==> config.mk <==
export PLATFORM = sky130hd
export DESIGN_NAME = fetch_unit
export DESIGN_NICKNAME = d
export VERILOG_FILES = /design/src/rtl/fetch_unit_pkg.sv /design/src/rtl/fetch_hold_buffer.sv /design/src/rtl/fetch_unit.sv
export SDC_FILE = /design/constraint.sdc
export NUM_CORES = 1
export LEC_CHECK = 0
export ABC_AREA = 1
export BUFFER_PORTS_ARGS = -buffer_cell sky130_fd_sc_hd__buf_4
export CAP_MARGIN = 10
export CORE_MARGIN = 2
export CORE_UTILIZATION = 54
export CTS_CLUSTER_DIAMETER = 80
export DETAILED_ROUTE_END_ITERATION = 10
export PLACE_DENSITY = 0.81
export SLEW_MARGIN = 20
export SYNTH_ARGS = -nofsm -noshare
export SYNTH_HDL_FRONTEND = slang
export SYNTH_HIERARCHICAL = 1
export SYNTH_SLANG_ARGS = --single-unit
==> constraint.sdc <==
create_clock -name clock_i -period 2.1 [get_ports clock_i]
set_input_delay 0.42 -clock clock_i [delete_from_list [all_inputs] [get_ports clock_i]]
set_output_delay 0.42 -clock clock_i [all_outputs]
set_load 0.005 [all_outputs]
==> src/rtl/fetch_unit_pkg.sv <==
`default_nettype none
// ============================================================================
//  Module      : fetch_unit_pkg
//  Description : Shared constants and helpers for the instruction-fetch stage
//                and the fetch/decode pipeline latch.
//  Revision    : 1.0 - initial release
// ============================================================================
package fetch_unit_pkg;

  localparam int PC_WIDTH   = 12;
  localparam int INST_WIDTH = 32;

  localparam logic [PC_WIDTH-1:0]   RESET_PC = '0;
  localparam logic [INST_WIDTH-1:0] NOP_INST = '0;

  // Sequential successor of a PC; wraps naturally at 2^PC_WIDTH.
  function automatic logic [PC_WIDTH-1:0] pc_inc(input logic [PC_WIDTH-1:0] pc);
    return pc + {{(PC_WIDTH-1){1'b0}}, 1'b1};
  endfunction

endpackage : fetch_unit_pkg
`default_nettype wire

==> src/rtl/fetch_hold_buffer.sv <==
`default_nettype none
// ============================================================================
//  Module      : fetch_hold_buffer
//  Description : One-entry buffer that parks the in-flight instruction/PC
//                when the downstream latch stalls, so no response is lost.
//  Revision    : 1.0 - initial release
// ============================================================================
module fetch_hold_buffer
  import fetch_unit_pkg::*;
(
  input  logic                  clk_i,
  input  logic                  rst_i,
  input  logic                  capture_i,
  input  logic                  release_i,
  input  logic                  flush_i,
  input  logic [INST_WIDTH-1:0] inst_i,
  input  logic [PC_WIDTH-1:0]   pc_i,
  output logic [INST_WIDTH-1:0] inst_o,
  output logic [PC_WIDTH-1:0]   pc_o,
  output logic                  valid_o
);

  logic [INST_WIDTH-1:0] holdInst_q;
  logic [PC_WIDTH-1:0]   holdPc_q;
  logic                  holdValid_q;

  // Buffer register: reset > flush > capture > release.
  always_ff @(posedge clk_i) begin
    if (rst_i) begin
      holdInst_q  <= '0;
      holdPc_q    <= '0;
      holdValid_q <= 1'b0;
    end else if (flush_i) begin
      holdValid_q <= 1'b0;
    end else if (capture_i) begin
      holdInst_q  <= inst_i;
      holdPc_q    <= pc_i;
      holdValid_q <= 1'b1;
    end else if (release_i) begin
      holdValid_q <= 1'b0;
    end
  end

  assign inst_o  = holdInst_q;
  assign pc_o    = holdPc_q;
  assign valid_o = holdValid_q;

endmodule : fetch_hold_buffer
`default_nettype wire

==> src/rtl/fetch_unit.sv <==
`default_nettype none
// ============================================================================
//  Module      : fetch_unit
//  Description : Instruction-fetch stage. Owns the PC, drives a one-cycle
//                latency instruction memory, absorbs stalls through a hold
//                buffer and applies redirects with a two-bubble penalty.
//  Revision    : 1.0 - initial release
// ============================================================================
module fetch_unit
  import fetch_unit_pkg::*;
(
  input  logic                  clock_i,
  input  logic                  reset_i,
  input  logic                  stall_i,
  input  logic                  redirect_i,
  input  logic [PC_WIDTH-1:0]   redirectPc_i,
  output logic [PC_WIDTH-1:0]   imemAddr_o,
  input  logic [INST_WIDTH-1:0] imemData_i,
  output logic [INST_WIDTH-1:0] inst_o,
  output logic [PC_WIDTH-1:0]   seqNextPc_o,
  output logic                  fetchValid_o
);

  logic [PC_WIDTH-1:0]   pc_q, pc_d;
  logic [PC_WIDTH-1:0]   respPc_q, respPc_d;
  logic                  respValid_q, respValid_d;

  logic [INST_WIDTH-1:0] holdInst;
  logic [PC_WIDTH-1:0]   holdPc;
  logic                  holdValid;

  logic                  advance;
  logic                  capture;
  logic                  release_hold;
  logic [PC_WIDTH-1:0]   outPc;
  logic [INST_WIDTH-1:0] selInst;

  // The pipeline only freezes when it actually has something to protect.
  assign advance      = !(stall_i && (holdValid || respValid_q));
  // A redirect flushes the buffer, so capture is suppressed under redirect.
  assign capture      = respValid_q && stall_i && !holdValid && !redirect_i;
  assign release_hold = holdValid && !stall_i;

  fetch_hold_buffer u_hold (
    .clk_i     (clock_i),
    .rst_i     (reset_i),
    .capture_i (capture),
    .release_i (release_hold),
    .flush_i   (redirect_i),
    .inst_i    (imemData_i),
    .pc_i      (respPc_q),
    .inst_o    (holdInst),
    .pc_o      (holdPc),
    .valid_o   (holdValid)
  );

  // Next-state for PC and response tracking: redirect beats stall/advance.
  always_comb begin
    pc_d        = pc_q;
    respPc_d    = respPc_q;
    respValid_d = 1'b0;
    if (redirect_i) begin
      pc_d        = redirectPc_i;
      respValid_d = 1'b0;
    end else if (advance) begin
      respPc_d    = pc_q;
      respValid_d = 1'b1;
      pc_d        = pc_inc(pc_q);
    end
  end

  // PC and response-tracking registers.
  always_ff @(posedge clock_i) begin
    if (reset_i) begin
      pc_q        <= RESET_PC;
      respPc_q    <= '0;
      respValid_q <= 1'b0;
    end else begin
      pc_q        <= pc_d;
      respPc_q    <= respPc_d;
      respValid_q <= respValid_d;
    end
  end

  // Output select: the held entry is older than the live response, so it
  // goes first. Reset also masks validity so stale state never leaks out.
  assign outPc        = holdValid ? holdPc   : respPc_q;
  assign selInst      = holdValid ? holdInst : imemData_i;
  assign fetchValid_o = (holdValid || respValid_q) && !redirect_i && !reset_i;
  assign inst_o       = fetchValid_o ? selInst : NOP_INST;
  assign seqNextPc_o  = pc_inc(outPc);
  assign imemAddr_o   = pc_q;

endmodule : fetch_unit
`default_nettype wire

==> impl_metrics.toml <==
[routing]
vias = 4518
firstDrtPassIters = 5
final_antenna_net_count = 0
drcViolationCount = 0
drt-total-wl_mm = 11.2
vias_per_cell = 5.25
wire_per_inst_um = 13.0
drt-initial-drc-count = 366

[sta]
fin_crit_ns = 2.18
slew_violations = 0
min_period_over_period_pct = 104
finClkSkew_ns = 0.0115
rsz0062_at_grt = "yes"
hold_violations = 0
finalSetupViolCount = 8
worstMarginPinSlew_ns = 0.530
fmax_mhz = 460
max-slew-margin-rel_pct = 64.7
layout_setup_ws_ns = -0.0752
whs_ns = 0.354

[outcome]
status = "complete, but fails checks"
failed_checks = "negative setup slack"

[layout]
multi_input_area_sq_mm = 0.00230
layout.area.seq_sq_mm = 0.00141
fill_cells = 616
final_cells = 860
drive_above_1_share_pct = 26.9
num_antenna_cells = 0
layout.nets = 806
syn_to_final_growth_pct = 30.7

[grt]
grt_pass1_vias = 4203
track_usage_pct = 26.5
grt_pass1_wl_mm = 18.5
grt_max_degree = 46
antenna_found_initial = 0
grt_remaining_overflow = 0

[floorplan]
die-width_um = 91.1
die_h_um = 91.1
io_pins = 105
initial_utilization_pct = 56.2
core_area_sq_mm = 0.00729
dieArea_sq_mm = 0.00831
rows = 31

[synthesis]
synthArstFlopShare_pct = 0
ys_warn_count = 6
synthTopCellsByCount = "nand2_1 (181), nor2_1 (102), inv_1 (73), dfxtp_1 (70), nand3_1 (51)"
synth_ff_type = "dfxtp_1"
synth_top_cell_by_area = "dfxtp_1"
netlist.area_leader.share_pct = 34.2
ys_top_cells_by_area = "dfxtp_1 (34%), nand2_1 (17%), nor2_1 (9.3%)"
syn_inst = 652
syn-cell-area_sq_mm = 0.00410
ys_seq_area_share_pct = 34.2
synth_edf_count = 0
syn_avg_cell_area_sq_um = 6.29
ys_ff_latch = 70
yosysMostFrequentCell = "nand2_1"
synth.distinct_cells = 33
synthesis.nets = 702

[clock_network]
cts_tree = "done"
clock_sink_count = 70
clk_root_buffer_cell = "clkbuf_8"
htree_num_levels = 3
cts.reportedPaths.clkPinSlew_ns = 0.08
cts_made_buffers = 9
clk-insertion-delay-late_ns = 0.35
clock_path_buffers = 2
ctsHoldBuffers = 0

[critical_path]
cp_data_required_time_ns = 1.68
reg2reg_to = "u_hold/pc_o[7]"
critPathLaunchType = "register"
crit_fanout = 7
reg2reg_from = "u_hold/valid_o"
critical_path_arrival_ns = 1.76
reg2reg_slack_ns = 0.25
critical_path_class = "register to output port"
setup.worst_path.end_class = "output port"
reg2reg_depth = 8

[pwr]
p_leak_nw = 2.54
power_density_mw_per_mm2 = 571
vdd_ir_drop_max_mv = 0.292
total_power_mw = 3.06

[placed_design]
place_inst = 834
post-place-ws_ns = 0.159
port_buffers = 104
dp_hpwl_mm = 7.59
gp_congestion = 0.886

[worst_hold_path]
hold_path_depth = 3
holdCritPathClass = "input port to register"
min_to = "imemAddr_o[1]"
holdCritStartpoint = "redirectPc_i[1]"

[run]
max-cap-violations = 0
-- routing by layer --
layer / up-vias / GRT usage, % / share of wire, %
li1: 2239 / - / -
met1: 2084 / 33.9 / 44
met2: 169 / 45.1 / 49
met3: 26 / 4.48 / 5.9
met4: 0 / 9.47 / 1.7
met5: - / 0 / 0
-- report_power, final --
group | internal, mW | switching, mW
clock network | 0.613 | 0.500
registers | 1.38 | 0.0521
logic | 0.239 | 0.281
total | 2.23 | 0.833
-- worst max path at each step --
stage	startpoint	endpoint	slack (ns)	cells past startpoint
2_1_floorplan	u_hold/valid_o	seqNextPc_o[8]	0.26	9
3_5_place_dp	u_hold/valid_o	seqNextPc_o[11]	0.16	8
4_1_cts	u_hold/valid_o	seqNextPc_o[9]	-0.05	9
6_report	u_hold/valid_o	seqNextPc_o[6]	-0.08	8
3_3_place_gp	u_hold/valid_o	seqNextPc_o[11]	0.20	8
5_1_grt	u_hold/valid_o	seqNextPc_o[9]	-0.15	9
-- worst max-delay path, stage by stage, from the launching register on --
cell,delay (ns)
dfxtp_4,0.42
nand2_1,0.06
o21ai_1,0.14
inv_1,0.13
ha_4,0.19
buf_4,0.14
nand2_1,0.07
xor2_1,0.14
buf_4,0.12
-- cells in the final DEF, fill, tap and decap left out, types with 5 or more instances in the layout --
cell type,synthesis,final
nand2_2,3,6
nor2_1,102,99
nor2_2,9,11
dfxtp_1,70,69
nand2_4,0,5
o21ai_0,21,19
nand3_1,51,50
nand3_2,12,12
xor2_1,6,5
inv_1,73,71
clkbuf_8,0,11
inv_2,5,5
a31oi_1,6,6
nand2_1,181,173
a21oi_1,46,45
buf_4,10,122
-- cell families (layout without fill, tap and decap cells) --
logic type | Yosys count | in the layout | synth area share, %
AOI/OAI and AO/OA | 82 | 82 | 10.5
buffers and inverters | 115 | 224 | 13.1
and+or+nand+nor | 376 | 376 | 40.2
DFF | 70 | 70 | 34.2
xor gates and xnor gates | 7 | 7 | 1.50
adders and majority gates | 2 | 2 | 0.610
-- metrics by stage --
| stage | cell area [sq um] | utilization, % | setup TNS (ns) |
|---|---|---|---|
| final | 5360 | 73.5 | -0.398 |
| after global routing | 5360 | 73.5 | -2.17 |
| after CTS | 5250 | 72.0 | -0.151 |
| after detailed placement | 4910 | 67.4 | 0 |
| after global placement | 4910 | 67.4 | 0 |
| after floorplan | 4100 | - | 0 |
-- flip-flops by register name (all words and copies together), names as in the netlist --
signal and flops:
imemAddr_o 12, respPc_q 12, respValid_q 1, u_hold/inst_o 32, u_hold/pc_o 12, u_hold/valid_o 1
-- final cells by class --
class	count	area share [%]
Clock buffer	13	2.97
Clock inverter	3	0.794
Inverter	79	5.88
Multi-Input combinational cell	467	42.9
Sequential cell	70	26.2
Tap cell	99	2.31
Timing Repair Buffer	129	19.0
-- timing repair --
action                                  CTS  global route
pin swaps                                13             7
endpoints found under the setup margin   39            42
resized for setup                        24            23
setup buffers                             8             3
Note: power is estimated with default switching activity, not from simulation.
